### src/rtl/xaui_rx_sync_ctrl.sv
// rtl/xaui_rx_sync_ctrl.sv - XAUI 4-lane receive sync state machines and transceiver reset watchdog
module xaui_rx_sync_ctrl #(
   parameter int COMMA_CNT = 4,
   parameter int GOOD_CNT  = 4,
   parameter int ERR_MAX   = 3,
   parameter int TIMEOUT   = 65536,
   parameter int RESET_LEN = 16
) (
   input  logic       mgt_clk,
   input  logic       mgt_reset,
   input  logic [7:0] rxcharisk,
   input  logic [7:0] rxcodecomma,
   input  logic [7:0] rxcodevalid,
   input  logic [3:0] rxlock,
   input  logic [3:0] rxbufferr,
   output logic [3:0] rxencommaalign,
   output logic [3:0] rxsyncok,
   output logic       link_up,
   output logic       gt_rx_reset,
   output logic [7:0] reset_count
);

   localparam logic [3:0]  COMMA_LIM = 4'(COMMA_CNT);
   localparam logic [3:0]  GOOD_LIM  = 4'(GOOD_CNT);
   localparam logic [2:0]  ERR_LIM   = 3'(ERR_MAX);
   localparam logic [23:0] TO_LIM    = 24'(TIMEOUT - 1);
   localparam logic [7:0]  RST_LIM   = 8'(RESET_LEN - 1);

   typedef enum logic [1:0] {LOS, CDET, SYNC} lane_state_t;
   typedef enum logic       {WD_MON, WD_RST} wd_state_t;

   wd_state_t   wd_state, wd_nxt;
   logic [23:0] down_cnt;
   logic [7:0]  rst_cnt;
   logic [3:0]  lock_hist;
   logic        wd_trigger;
   logic        gt_rx_reset_nxt;
   logic [3:0]  align_nxt;
   logic [3:0]  sync_nxt;

   // Watchdog trigger: timeout, buffer error or lock loss while the link is up
   always_comb begin
      wd_trigger = (wd_state == WD_MON) &&
                   ((!link_up && down_cnt == TO_LIM) ||
                    (|rxbufferr) ||
                    (link_up && |(lock_hist & ~rxlock)));
   end

   // Watchdog next state: a single trigger starts one pulse of RESET_LEN cycles
   always_comb begin
      wd_nxt = wd_state;
      case (wd_state)
         WD_MON:  if (wd_trigger) wd_nxt = WD_RST;
         WD_RST:  if (rst_cnt == RST_LIM) wd_nxt = WD_MON;
         default: wd_nxt = WD_MON;
      endcase
   end

   // Watchdog output decode from next state so the pulse is a plain flop
   always_comb begin
      gt_rx_reset_nxt = (wd_nxt == WD_RST);
   end

   // Watchdog state, counters, lock history and registered reset pulse
   always_ff @(posedge mgt_clk or posedge mgt_reset) begin
      if (mgt_reset) begin
         wd_state    <= WD_MON;
         down_cnt    <= '0;
         rst_cnt     <= '0;
         lock_hist   <= '0;
         reset_count <= '0;
         gt_rx_reset <= 1'b0;
      end else begin
         wd_state    <= wd_nxt;
         lock_hist   <= rxlock;
         gt_rx_reset <= gt_rx_reset_nxt;
         if (wd_state == WD_MON) begin
            if (wd_nxt == WD_RST) begin
               rst_cnt  <= '0;
               down_cnt <= '0;
               if (reset_count != 8'hFF) reset_count <= reset_count + 8'd1;
            end else if (link_up) begin
               down_cnt <= '0;
            end else begin
               down_cnt <= down_cnt + 24'd1;
            end
         end else begin
            rst_cnt  <= rst_cnt + 8'd1;
            down_cnt <= '0;
         end
      end
   end

   for (genvar l = 0; l < 4; l++) begin : g_lane
      lane_state_t st, st_nxt;
      logic [3:0]  cnt, cnt_nxt;
      logic [3:0]  good, good_nxt;
      logic [2:0]  errc, errc_nxt;
      logic        comma, err, force_los;

      assign comma     = |(rxcodecomma[2*l +: 2] & rxcharisk[2*l +: 2]);
      assign err       = ~&rxcodevalid[2*l +: 2];
      // Lanes follow the watchdog's next state so they sit in LOS exactly while the pulse is high
      assign force_los = !rxlock[l] || (wd_nxt == WD_RST);

      // Lane next state: comma acquisition, then error accounting with forgiveness
      always_comb begin
         st_nxt   = st;
         cnt_nxt  = cnt;
         good_nxt = good;
         errc_nxt = errc;
         if (force_los) begin
            st_nxt   = LOS;
            cnt_nxt  = '0;
            good_nxt = '0;
            errc_nxt = '0;
         end else begin
            case (st)
               LOS: begin
                  cnt_nxt  = '0;
                  good_nxt = '0;
                  errc_nxt = '0;
                  if (comma && !err) begin
                     cnt_nxt = 4'd1;
                     st_nxt  = (COMMA_LIM == 4'd1) ? SYNC : CDET;
                  end
               end
               CDET: begin
                  if (err) begin
                     st_nxt  = LOS;
                     cnt_nxt = '0;
                  end else if (comma) begin
                     if (cnt + 4'd1 == COMMA_LIM) begin
                        st_nxt   = SYNC;
                        errc_nxt = '0;
                        good_nxt = '0;
                     end
                     cnt_nxt = cnt + 4'd1;
                  end
               end
               SYNC: begin
                  if (err) begin
                     good_nxt = '0;
                     if (errc + 3'd1 == ERR_LIM) begin
                        st_nxt   = LOS;
                        errc_nxt = '0;
                        cnt_nxt  = '0;
                     end else begin
                        errc_nxt = errc + 3'd1;
                     end
                  end else if (errc != 3'd0) begin
                     if (good + 4'd1 == GOOD_LIM) begin
                        errc_nxt = errc - 3'd1;
                        good_nxt = '0;
                     end else begin
                        good_nxt = good + 4'd1;
                     end
                  end else if (good != GOOD_LIM) begin
                     good_nxt = good + 4'd1;
                  end
               end
               default: st_nxt = LOS;
            endcase
         end
      end

      // Lane output decode from next state, registered below
      assign align_nxt[l] = (st_nxt != SYNC);
      assign sync_nxt[l]  = (st_nxt == SYNC);

      // Lane state and counter register
      always_ff @(posedge mgt_clk or posedge mgt_reset) begin
         if (mgt_reset) begin
            st   <= LOS;
            cnt  <= '0;
            good <= '0;
            errc <= '0;
         end else begin
            st   <= st_nxt;
            cnt  <= cnt_nxt;
            good <= good_nxt;
            errc <= errc_nxt;
         end
      end
   end

   // Registered lane status and port link indication
   always_ff @(posedge mgt_clk or posedge mgt_reset) begin
      if (mgt_reset) begin
         rxencommaalign <= 4'hF;
         rxsyncok       <= 4'h0;
         link_up        <= 1'b0;
      end else begin
         rxencommaalign <= align_nxt;
         rxsyncok       <= sync_nxt;
         link_up        <= &sync_nxt;
      end
   end

endmodule

### config.mk
export PLATFORM = sky130hd
export DESIGN_NAME = xaui_rx_sync_ctrl
export DESIGN_NICKNAME = d
export VERILOG_FILES = /design/src/rtl/xaui_rx_sync_ctrl.sv
export SDC_FILE = /design/constraint.sdc
export NUM_CORES = 1
export LEC_CHECK = 0
export CAP_MARGIN = 20
export CORE_ASPECT_RATIO = 0.8
export CORE_MARGIN = 3
export CORE_UTILIZATION = 64
export DETAILED_ROUTE_END_ITERATION = 6
export GPL_TIMING_DRIVEN = 0
export PLACE_DENSITY = 0.87
export SYNTH_ARGS = -nofsm -noshare
export SYNTH_HDL_FRONTEND = slang
export SYNTH_SLANG_ARGS = --single-unit
### constraint.sdc
create_clock -name mgt_clk -period 5.62 [get_ports mgt_clk]
set_input_delay 1.124 -clock mgt_clk [delete_from_list [all_inputs] [get_ports mgt_clk]]
set_output_delay 1.124 -clock mgt_clk [all_outputs]
set_load 0.01 [all_outputs]
==> reports/metrics.csv, run 1 <==
metric,value,unit
clk_lat worst skew,0.35,ns
clock buffer depth,2,
crit end category,register,
Fin. Hold Viols,0,
Post-synth EDFFs,0,
Gate Count Post-Synth,702,
CTS tree,done,
drt pass-1 iters,5,
detailed placement HPWL,10.3,mm
Final GP Congestion,0.872,
DR vias,5362,
Starting Density,0.661,
Crit path largest cell delay,0.76,ns
# hold bufs at CTS,0,
remaining antenna violation count after routing,0,
Place WS,1.70,ns
Post-Route WL,14.0,mm
area grow syn2layout,15.4,%
crit path max fanout,8,
number of setup buffers added after CTS,0,
RSZ-0062 raised after global routing,false,
total die area,11300,µm²
Worst VDD drop,143,µV
setup TNS,0,ns
clock skew,0.00990,ns
slowest stage cell on the critical path,nor4b_1,
CP cell instances,"clkdlybuf4s50_1, nor2b_1, o41ai_1, o2111a_2, o21ai_1, nor4b_1, and4_1",
global route total overflow,0,
pwr/cell area,222,nW/µm²
Cell variety after synth,65,
clock period minus worst slack,3.56,ns
Initial DRC Count,381,
Peak Freq,281,MHz
first-pass GRT wire length,24.1,mm
most common flop cell mapped by yosys,dfrtp_1,
final setup fails,0,
htree depth,3,
Post-Syn Area,6430,µm²
vias per cell,5.92,
largest net degree at the start of global routing,69,
initial antenna violation count,0,
# Max-Cap Violations,0,
Avg Synthesized Cell Area,9.16,µm²
drt wl/cell,15.5,µm
Final Cycle Share,0.633,
FP Rows,32,
Port Buffer Count,51,
Post-CTS Resized,0,
GR Util All Layers,0.259,
FF-to-FF path depth,7,
slew at the pin closest to its max-slew limit,0.848,ns
CTS Root Buffer Type,clkbuf_16,
Reg2Reg Setup Slack,2.90,ns
CP Launch Type,primary input,
status,"finished, final reports clean",
final net count,852,
Core Region,9730,µm²
worst hold path depth,1,
Die W,118,µm
cts bufs inserted,9,
vias in the first global route,5171,
"Data arrival, critical path",3.84,ns
Lkg Pwr,0.00308,µW
DRC violations left,0,
io pins,52,
WS Path Type,primary input to register,
share of layout cells above drive strength 1,0.0610,
max-slew violations,0,
WHS,0.480,ns
ys async rst share,1.00,
slew margin rel.,0.428,
CTS Sinks,106,
post-route setup slack,2.06,ns
Seq cells post-synth,106,
# diodes,0,
Hold Path Class,register to register,
DIE HEIGHT,95.7,µm
fillers,695,
warnings from Yosys,0,
syn nets,789,
"Reg clk slew, reported paths",0.07,ns
post-synthesis sequential area ratio,0.413,
critical path data required time,5.90,ns
==> synthesized netlist by cell type (all sizes together) (3+ instances only) <==
library cell,count,area (µm²)
a21oi,50,254
a22oi,3,22.5
a31oi,5,31.3
and2,8,50.1
and3,12,75.1
and4,5,43.8
buf,7,35.0
clkbuf,3,11.3
dfrtp,102,2550
dfstp,4,105
ha,53,663
inv,50,188
mux2i,9,90.1
nand2,67,251
nand2b,11,68.8
nand3,35,175
nand3b,4,30.0
nand4,11,68.8
nand4b,3,26.3
nor2,65,244
nor2b,8,50.1
nor3,15,75.1
nor3b,5,37.5
nor4,5,31.3
o2111a,3,35.0
o211ai,7,52.6
o21ai,32,160
o22ai,4,25.0
o31ai,4,30.0
or2,4,27.5
or3,19,119
or4,13,103
or4b,4,40.0
xnor2,17,149
xor2,24,210
==> metrics by stage <==
step | util | power (µW) | area, µm² | instances
2_1_floorplan | - | 979 | 6430 | 702
3_3_place_gp | 0.731 | 1050 | 7110 | 889
3_5_place_dp | 0.734 | 1070 | 7140 | 890
4_1_cts | 0.763 | 1660 | 7420 | 906
5_1_grt | 0.763 | 1720 | 7420 | 906
6_report | 0.763 | 1650 | 7420 | 906
==> per-layer routing <==
metal | global-route usage | vias to the layer above | share of wire
met5 | 0 | - | 0
met4 | 0.0946 | 0 | 0.019
met3 | 0.0386 | 24 | 0.034
met2 | 0.467 | 125 | 0.52
met1 | 0.321 | 2598 | 0.43
li1 | - | 2615 | -
==> cells in the final DEF (no fill, tap or decap), drive strengths merged, types with 3 or more instances in the layout <==
cell / instances
nand3b: 4
nor3b: 5
and3: 12
nand4b: 3
xor2: 24
nand3: 35
mux2i: 9
or3: 19
a21oi: 50
a31oi: 5
o31ai: 4
nor4: 5
inv: 51
or2: 4
and4: 5
o21ai: 32
clkbuf: 13
clkinv: 4
or4b: 4
buf: 8
o22ai: 4
nand4: 11
nand2: 67
nor2b: 8
and2: 8
xnor2: 17
ha: 53
clkdlybuf4s50: 51
a22oi: 3
o211ai: 7
o2111a: 3
nor3: 15
nor2: 65
nand2b: 11
dfstp: 4
dfrtp: 102
or4: 13
==> worst paths after layout <==
check	start	end
min reg2reg	down_cnt[0]	down_cnt[0]
min in group asynchronous	mgt_reset	g_lane[3].good[3]
min	down_cnt[0]	down_cnt[0]
max	rxlock[3]	link_up
max in group asynchronous	mgt_reset	rxencommaalign[0]
max reg2reg	g_lane[1].cnt[0]	g_lane[1].errc[2]
==> worst max-delay path: cells and delay by family <==
family,cells,cell delay [ns]
buffers and inverters,1,0.53
and+or+nand+nor,3,1.12
AOI/OAI and AO/OA,3,1.06
==> layout make-up <==
| type | count | area [µm²] | share of cell area |
|---|---|---|---|
| Buffer | 10 | 46.3 | 0.00624 |
| Clock buffer | 10 | 229 | 0.0309 |
| Clock inverter | 6 | 51.3 | 0.00691 |
| Inverter | 50 | 190 | 0.0256 |
| Multi-Input combinational cell | 536 | 3540 | 0.477 |
| Sequential cell | 106 | 2660 | 0.358 |
| Tap cell | 136 | 170 | 0.0229 |
| Timing Repair Buffer | 52 | 538 | 0.0725 |
==> power breakdown <==
group | switching, µW | internal [µW] | leakage (µW)
sequential | 41.6 | 801 | 0.00143
combinational | 115 | 100 | 0.00152
clock | 285 | 305 | 0.000133
total | 442 | 1210 | 0.00308
==> registers in the layout, summed over array words and instances (netlist names) <==
signal and count:
down_cnt 24, g_lane.cnt 16, g_lane.errc 12, g_lane.good 16, g_lane.st 8, link_up 1
lock_hist 4, reset_count 8, rst_cnt 8, rxencommaalign 4, rxsyncok 4, wd_state 1
==> cells by family (layout without fill, tap and decap cells) <==
family	after synthesis	after routing	share of synthesized area
buf+inv	60	128	0.0364
mux	11	11	0.0175
simple gates	299	299	0.243
flops	106	106	0.413
compound gates	132	132	0.131
fa+ha+maj	53	53	0.103
xor+xnor	41	41	0.0558
No activity file was read; power rests on OpenSTA's default activity.
==> run 2: changes to the inputs <==
Settings changed: CORE_UTILIZATION 64 to 53, PLACE_DENSITY 0.87 to 0.77.
Clock period 5.62 ns to 3.15 ns, I/O delays scaled along.
==> run 2 against run 1 <==
  * Routed wire length decreased by 4.1%
  * Clock skew decreased by 0.0023 ns
  * Hold slack improved by 0.010 ns
  * Flip-flop and latch count unchanged
  * Register-to-register slack got worse by 2.6 ns
  * Clock power increased by 92%
  * Die area increased by 20%
  * Global-route usage decreased by 5.0 points
  * Non-clock buffer count increased by 1
  * Critical path type unchanged
  * Largest power group unchanged
  * Highest routed layer unchanged
==> reports/metrics.csv, run 2 (synthesis results as in run 1) <==
metric,value,unit,change
clock skew,0.00759,ns,was 0.00990 ns
Fin. Hold Viols,0,,unchanged
Starting Density,0.550,,was 0.661
DIE HEIGHT,105,µm,was 95.7 µm
FF/Latch Area,2660,µm²,unchanged
# Max-Cap Violations,0,,unchanged
"most common cell after layout, fill and taps aside",dfrtp_1,,unchanged
number of setup buffers added after CTS,0,,unchanged
CTS tree,done,,unchanged
biggest regs,"down_cnt: 24 flops, g_lane.cnt: 16 flops, g_lane.good: 16 flops",,unchanged
pwr/cell area,404,nW/µm²,was 222 nW/µm²
combined area of the multi-input logic cells,3540,µm²,about the same
vias in the first global route,5224,,was 5171
cts bufs inserted,9,,unchanged
vias per cell,5.76,,was 5.92
"Data arrival, critical path",3.19,ns,was 3.84 ns
number of flip-flops in the largest register,24,,unchanged
share of layout cells above drive strength 1,0.0636,,was 0.0610
Place WS,-0.231,ns,was 1.70 ns
FP Rows,35,,was 32
Worst VDD drop,251,µV,was 143 µV
Lkg Pwr,0.00309,µW,was 0.00308 µW
Port Buffer Count,51,,unchanged
crit path max fanout,8,,unchanged
detailed placement HPWL,10.0,mm,was 10.3 mm
Post-Route WL,13.5,mm,was 14.0 mm
FF-to-FF path depth,7,,unchanged
CTS Root Buffer Type,clkbuf_16,,unchanged
slew at the pin closest to its max-slew limit,1.01,ns,was 0.848 ns
WHS,0.490,ns,was 0.480 ns
final setup fails,0,,unchanged
clock buffer depth,2,,unchanged
GR Util All Layers,0.209,,was 0.259
Die W,129,µm,was 118 µm
remaining antenna violation count after routing,0,,unchanged
# diodes,0,,unchanged
"commonest cells after routing, fill and taps aside","dfrtp_1 (102), nand2_1 (67), nor2_1 (65), ha_1 (53), clkdlybuf4s50_1 (51)",,unchanged
"Reg clk slew, reported paths",0.07,ns,about the same
io pins,52,,unchanged
Final GP Congestion,0.835,,was 0.872
global route total overflow,0,,unchanged
critical path data required time,3.43,ns,was 5.90 ns
largest net degree at the start of global routing,45,,was 69
drt wl/cell,14.7,µm,was 15.5 µm
htree depth,3,,unchanged
Final Cycle Share,0.925,,
DR vias,5293,,was 5362
total die area,13500,µm²,was 11300 µm²
Core Region,11700,µm²,was 9730 µm²
post-route setup slack,0.236,ns,was 2.06 ns
drt pass-1 iters,7,,was 5
final net count,853,,was 852
Area after DPL,7170,µm²,was 7140 µm²
area grow syn2layout,16.2,%,was 15.4%
setup TNS,0,ns,unchanged
clk_lat worst skew,0.35,ns,about the same
Initial DRC Count,336,,was 381
Top reg by flops,down_cnt,,unchanged
"Design Area, Final",7470,µm²,was 7420 µm²
Peak Freq,343,MHz,
CP Launch Type,primary input,,unchanged
RSZ-0062 raised after global routing,false,,unchanged
max-slew violations,0,,unchanged
WS Path Type,primary input to register,,unchanged
Hold Path Class,register to register,,unchanged
worst hold path depth,1,,unchanged
initial antenna violation count,0,,unchanged
slew margin rel.,0.321,,was 0.428
DRC violations left,0,,unchanged
first-pass GRT wire length,23.9,mm,was 24.1 mm
CTS Sinks,106,,unchanged
clock period minus worst slack,2.91,ns,
crit end category,register,,unchanged
fillers,969,,was 695
status,"finished, final reports clean",,unchanged
-- run 2: worst paths after layout --
kind / from / end / slack, ns
setup / recovery: rxlock[3] / link_up / 0.24
hold / removal: down_cnt[0] / down_cnt[0] / 0.49
setup reg to reg: down_cnt[0] / link_up / 0.32
hold reg to reg: down_cnt[0] / down_cnt[0] / 0.49
max in group asynchronous: mgt_reset / g_lane[2].cnt[1] / 1.54
min in group asynchronous: mgt_reset / g_lane[1].good[2] / 0.74
-- run 2: stage by stage --
step                      total power (µW)  std cells  utilization
after CTS                             3040        919        0.638
after floorplan                       1750        702            -
after detailed placement              1910        903        0.613
final                                 3020        919        0.639
after global routing                  3160        919        0.639
after global placement                1890        901        0.610
-- run 2: per-layer routing --
layer	global-route usage	part of all wire	vias to the layer above
li1	-	-	2612
met4	0.0427	0.0086	0
met2	0.346	0.49	119
met5	0	0	-
met1	0.287	0.46	2548
met3	0.0385	0.037	14
-- run 2: repair_timing --
action,CTS,global route
gates resized for setup,0,1
hold buffers,0,0
endpoints found under the setup margin,0,1
-- run 2: final cells by class --
type	count	area share
repair buffers	53	0.0737
clock inverters	6	0.00888
well taps	148	0.0248
plain buffers	10	0.00620
multi-input cells	536	0.474
inverters	50	0.0256
clock buffers	10	0.0306
flip-flops and latches	106	0.356
-- run 2: power by group --
| part | total [µW] | internal (µW) | switching, µW |
|---|---|---|---|
| combinational | 384 | 181 | 204 |
| sequential | 1500 | 1430 | 74.5 |
| clock | 1130 | 620 | 508 |
-- run 2: critical path, stage by stage --
cell,delay [ns]
clkdlybuf4s50_1,0.50
nor2b_1,0.06
o41ai_1,0.43
o2111a_2,0.35
o21ai_1,0.20
nor4_1,0.68
and4_1,0.33
